===== src/rtl/regfile_mp_scrub.sv =====
// regfile_mp_scrub: 2R/1W register file with byte enables, write bypass, optional registered reads and zero-fill FSM
module regfile_mp_scrub #(
  parameter int WIDTH = 32,
  parameter int DEPTH = 32,
  parameter int ADDR_W = $clog2(DEPTH),
  parameter int ZERO_REG0 = 1,
  parameter int READ_LAT = 0
) (
  input  logic              clk_o,
  input  logic              rst_n,
  input  logic              clr_req,
  output logic              init_done,
  input  logic              reg_wr,
  input  logic [ADDR_W-1:0] waddr,
  input  logic [WIDTH-1:0]  wdata,
  input  logic [WIDTH/8-1:0] wr_be,
  input  logic [ADDR_W-1:0] raddr1,
  input  logic [ADDR_W-1:0] raddr2,
  output logic [WIDTH-1:0]  rdata1,
  output logic [WIDTH-1:0]  rdata2
);
  typedef enum logic {CLEAR, READY} state_t;
  state_t st, st_nxt;
  logic [ADDR_W-1:0] clr_ptr, ptr_nxt;
  logic [WIDTH-1:0] mem [DEPTH];
  logic [WIDTH-1:0] wr_old, wmerge, rd1, rd2;
  logic wq;
  function automatic logic ok(input logic [ADDR_W-1:0] a);
    return 32'(a) < DEPTH && !(ZERO_REG0 != 0 && a == '0);
  endfunction
  always_ff @(posedge clk_o) begin
    if (!rst_n) begin
      st <= CLEAR;
      clr_ptr <= '0;
    end else begin
      st <= st_nxt;
      clr_ptr <= ptr_nxt;
    end
  end
  always_comb begin
    st_nxt = st;
    ptr_nxt = clr_ptr;
    if (st == CLEAR) begin
      st_nxt = clr_ptr == ADDR_W'(DEPTH - 1) ? READY : CLEAR;
      ptr_nxt = clr_ptr == ADDR_W'(DEPTH - 1) ? '0 : clr_ptr + 1'b1;
    end else if (clr_req) begin
      st_nxt = CLEAR;
      ptr_nxt = '0;
    end
  end
  assign init_done = st == READY;
  assign wq = st == READY && !clr_req && reg_wr && ok(waddr);
  assign wr_old = 32'(waddr) < DEPTH ? mem[waddr] : '0;
  always_comb begin
    wmerge = wr_old;
    for (int i = 0; i < WIDTH / 8; i++)
      wmerge[8*i+:8] = wr_be[i] ? wdata[8*i+:8] : wr_old[8*i+:8];
  end
  always_ff @(posedge clk_o) begin
    if (st == CLEAR) mem[clr_ptr] <= '0;
    else if (wq) mem[waddr] <= wmerge;
  end
  assign rd1 = !(st == READY && ok(raddr1)) ? '0 : (wq && raddr1 == waddr) ? wmerge : mem[raddr1];
  assign rd2 = !(st == READY && ok(raddr2)) ? '0 : (wq && raddr2 == waddr) ? wmerge : mem[raddr2];
  if (READ_LAT != 0) begin : g_reg
    always_ff @(posedge clk_o) begin
      rdata1 <= (!rst_n || st_nxt != READY) ? '0 : rd1;
      rdata2 <= (!rst_n || st_nxt != READY) ? '0 : rd2;
    end
  end else begin : g_comb
    assign rdata1 = rd1;
    assign rdata2 = rd2;
  end
endmodule


===== config.mk =====
export PLATFORM = sky130hd
export DESIGN_NAME = regfile_mp_scrub
export DESIGN_NICKNAME = d
export VERILOG_FILES = /design/src/rtl/regfile_mp_scrub.sv
export SDC_FILE = /design/constraint.sdc
export NUM_CORES = 2
export LEC_CHECK = 0
export CAP_MARGIN = 10
export CORE_UTILIZATION = 30
export DETAILED_ROUTE_END_ITERATION = 8
export PLACE_DENSITY = 0.56
export SKIP_CTS_REPAIR_TIMING = 1
export SYNTH_ARGS = -nofsm -noshare
export SYNTH_HDL_FRONTEND = slang
export SYNTH_SLANG_ARGS = --single-unit

===== constraint.sdc =====
create_clock -name clk_o -period 5.68 [get_ports clk_o]
set_input_delay 0.852 -clock clk_o [delete_from_list [all_inputs] [get_ports clk_o]]
set_output_delay 0.852 -clock clk_o [all_outputs]
set_load 0.05 [all_outputs]

Word-level counts from Yosys, hierarchy flattened
Memory sizes are Yosys's and may differ from the RTL's.
Index checks and enable logic that the tools add are counted.
- bits of input ports: 55
- flip-flop bits (word level): 6
- RAM bits: 1024
- bits in read-only memories: 0
- memories: 1
- logic and storage cells: 44
- bits in latches: 0
- memories (memory ; depth ; bits a word ; read ports ; clocked after memory_dff ; write ports ; line ; RTL):
    mem ; 32 ; 32 ; 3 ; 0 ; 1 ; 25 ; logic [WIDTH-1:0] mem [DEPTH];
- div/mod/pow operators: 0
- multiply operators: 0
- add/sub/neg operators: 1
- $lt $le $gt $ge: 0
- bitwise logic cells: 0
- multiplexer cells: 21
- equal/unequal tests: 4
- shift-type cells: 0
- reduce and logical (&&, ||, !) cells: 15
- operators with widths (operator ; count):
    two-way mux 32 bit ; 5
    two-way mux 8 bit ; 4
    OR reduction 32 bit ; 1
    two-way mux 5 bit ; 4
    zero test 5 bit ; 3
    equality test 5 bit ; 2
    two-way mux 1 bit ; 8
    logical AND 1 bit ; 7
    adder 5 x 1 -> 5 bit, second input constant ; 1
    equality test 5 bit, second input constant ; 1
    zero test 1 bit ; 4
    != test 2 bit, second input constant ; 1

Longest topological paths before layout
- word-level depth: 9
- depth in mapped cells: 11

Worst setup path before layout
OpenSTA, ideal clock, no wires.
- kind: input port to output port
- from: input waddr[4]
- to: output rdata1[14]
- path slack: 1280 ps
- stages on the path: 8
- data arrival time: 3548 ps
- cells stage by stage: buf_2 or2_1 buf_2 o41ai_4 or4_1 nand2b_1 clkbuf_1 o32ai_1
- cells in the longest elaborated chain, start to end: 6
- elaborated cells on any way between the ends: 9
- RTL lines (element ; line ; RTL):
    start: declaration ; 14 ; input logic [ADDR_W-1:0] waddr,
    parallel branches: the longest is 4 deep, another holds memory (32 x 32 bit) ; - ;
    two-way mux 32 bit * (2 in a row) ; 63 ; assign rd1 = !(st == READY && ok(raddr1)) ? '0 : (wq && raddr1 == waddr) ? wmerge : mem[raddr1];
    end: declaration ; 19 ; output logic [WIDTH-1:0] rdata1,
Mark *: on every way between the ends.

Worst setup path after layout
- from: register st, in the netlist init_done
- to: output rdata2[7]
- cells in the longest elaborated chain, start to end: 6
- elaborated cells on any way between the ends: 7
- RTL lines (element ; line ; RTL):
    start: declaration ; 23 ; state_t st, st_nxt;
    start signal: assignment ; 36 ; st <= st_nxt;
    logical AND 1 bit (3 in a row) ; 52 ; assign wq = st == READY && !clr_req && reg_wr && ok(waddr);
    logical AND 1 bit ; 64 ; assign rd2 = !(st == READY && ok(raddr2)) ? '0 : (wq && raddr2 == waddr) ? wmerge : mem[raddr2];
    two-way mux 32 bit ; 64 ;
    two-way mux 32 bit * ; 64 ;
    end: declaration ; 20 ; output logic [WIDTH-1:0] rdata2
Mark *: on every way between the ends. The rest lies on a longest branch, timed or not.

==> results.toml <==
[sta]
max_freq_mhz = 184
fin_crit_ps = 5430
period_share_pct = 95.5
slew_violations = 0
finalSetupTns_ps = 0
final-hold-violation-count = 0
rsz0062_at_grt = "false"
fin_skew_ps = 29.4
setup_viol = 0
slew_headroom_pct = 13.1
tightest_slew_ps = 1300

[synth]
synth_area_leaders = "edfxtp_1, mux4_2, mux2i_1"
yosysMostFrequentCell = "edfxtp_1"
async_flop_share_pct = 0
synth_area_leader_cell = "edfxtp_1"
synth_cells = 3573
synth_ff_type = "edfxtp_1"
yosys.area_share.simple_pct = 3.43
synth_top_area_share_pct = 52.7
synth_fa_ha_area_share_pct = 0.0429
synthMuxAreaShare_pct = 32.1
ys_seq_area_share_pct = 52.9
synth_nets = 3630
synth_seq_cells = 1030
ys_types = 64
synth_common_cells = "edfxtp_1, mux4_2, mux2i_1"
synth_xor_area_share_pct = 0.150
synth-edff-count = 1024
synth_compound_area_share_pct = 8.59
synth_area_sq_um = 58300
yosys_warnings = 0
synth_area_per_cell_sq_um = 16.3
synth_top_family_by_area = "multiplexers"

[worst_setup_path]
r2r-end = "mem[24][25]$_DFFE_PP_"
cp_max_fo = 32
reg2regPathDepth = 6
endpoint_kind = "output port"
path_buf_inv = 1
worstPathArrival_ps = 4570
cp.required_ps = 4830
max_stage_delay_ps = 720
path_cells = "and3b_1 -> o41ai_4 -> or4_2 -> and3_2 -> o211ai_1 -> o21ai_0 -> buf_12"
crit_end = "rdata2[7]"
reg2reg_from = "init_done$_SDFF_PN0_"
cp.depth = 7
startpoint_type = "flip-flop"
r2r_slack_ps = 1720
crit_start = "init_done$_SDFF_PN0_"
worstSetupPathType = "flip-flop to output port"
path_delay_family = "simple AND/OR/NAND/NOR gates"
slowest_stage = "or4_2"

[die]
pin_count = 120
die_w_um = 443
fp.dieH_um = 443
coreArea_sq_um = 193000
initial_utilization_pct = 30.3
std_cell_rows = 161
die-area_sq_um = 196000

[clock_tree]
cts_made_buffers = 104
clock-sinks = 1030
clkLatencyLatePin_ps = 740
clock_path_buffers = 3
cts_htree_levels = 3
root_buffer = "clkbuf_16"
cts_tree = "built"
clk_pin_slew_worst_paths_ps = 70

[cells_and_area]
syn2layout_area_growth_pct = 16.7
drive_above_1_share_pct = 33.1
seq_area_sq_um = 30900
nFillCells = 17900
nets = 3772
multi_input_area_sq_um = 26200
final_util_pct = 35.3

[flow_run]
max-cap-violations = 0

[routing]
avgViaCountPerCell = 6.38
ant_nets = 0
vias = 40400
highest_layer = "met4"
wl_met2_um = 110000
drc_errors = 0
drt-met1-wl_um = 81800
drtIter0Drc = 5342
drt-total-wl_um = 233000
first_pass_iters = 6
dr_wl_met3_um = 22300
wl_per_cell_um = 36.8

[grt]
grt_pass1_vias = 39800
grt_pass1_wl_um = 324000
grt-ovfl-total = 0
grt_use_total_pct = 23.3
grt_max_degree = 73
antenna_found_initial = 3

[pwr]
p_per_area_nw_per_um2 = 262
power_mw = 17.8
vdd.ir_drop.worst_mv = 0.257
leakage_nw = 21.8

[place]
io_buffer_count = 119
gp_congestion = 0.905
detailed_place_hpwl_um = 149000

[run_status]
status = "complete, no violations"

[min_path]
hp-class = "flip-flop to flip-flop"
## report_power, final
group,internal [mW],switching [mW]
sequential,8.32,0.0668
clock,4.06,3.11
combinational,0.939,1.33
total,13.3,4.51
## sequential cells by signal (all words and copies together) (netlist names)
signal,count
clr_ptr,5
init_done,1
mem,1024
## tightest hold or removal path, delay by kind of cell, from the launching register on
family | cells | cell delay (ps)
AO/OA/AOI/OAI | 1 | 70
flip-flops | 1 | 330
AND/OR/NAND/NOR | 1 | 80
## worst min path at each step
stage               depth (start not counted)                    start                       to
global placement                            2  clr_ptr[3]$_SDFFE_PN0P_  clr_ptr[3]$_SDFFE_PN0P_
global route                                2  clr_ptr[4]$_SDFFE_PN0P_  clr_ptr[4]$_SDFFE_PN0P_
finish                                      2  clr_ptr[4]$_SDFFE_PN0P_  clr_ptr[4]$_SDFFE_PN0P_
CTS                                         2  clr_ptr[4]$_SDFFE_PN0P_  clr_ptr[4]$_SDFFE_PN0P_
floorplan                                   2  clr_ptr[3]$_SDFFE_PN0P_  clr_ptr[3]$_SDFFE_PN0P_
detailed placement                          2  clr_ptr[4]$_SDFFE_PN0P_  clr_ptr[4]$_SDFFE_PN0P_
## per-layer routing
metal	global-route usage (%)	vias up
li1	-	15700
met1	28.1	21200
met2	37.6	2813
met3	4.52	668
met4	16.6	0
met5	0	-
## cell usage in the layout (no fill, tap or decap), types with 92 or more instances in the layout
cell type and count:
a22oi_1 168, buf_12 110, buf_4 211, clkbuf_16 108, edfxtp_1 1024, mux2i_1 343, mux4_2 666, nand3_1 102
nor2_1 95, o21ai_0 168, o22ai_1 92
## final cells by class
type | count | share of cell area [%]
Clock buffer | 127 | 4.07
Tap cell | 2526 | 4.64
Inverter | 4 | 0.0239
Antenna cell | 3 | 0.0110
Timing Repair Buffer | 375 | 6.41
Sequential cell | 1030 | 45.3
Multi-Input combinational cell | 2200 | 38.5
Clock inverter | 67 | 1.01
## kinds of logic after synthesis
group	count (synthesis)
xor gates and xnor gates	10
adders and majority gates	2
and+or+nand+nor	414
AOI/OAI and AO/OA	737
buffers and inverters	343
DFF	1030
muxes	1037
## metrics by stage
stage | hold WS (ps) | instance area, sq um | setup WS (ps) | instances
4_1_cts | 520 | 68100 | 368 | 6329
5_1_grt | 566 | 68100 | 138 | 6330
3_5_place_dp | 508 | 64600 | 450 | 6135
3_3_place_gp | 511 | 64600 | 395 | 6132
6_report | 519 | 68100 | 255 | 6332
2_1_floorplan | 478 | 58300 | 1280 | 3573
Note: power is estimated with default switching activity, not from simulation.
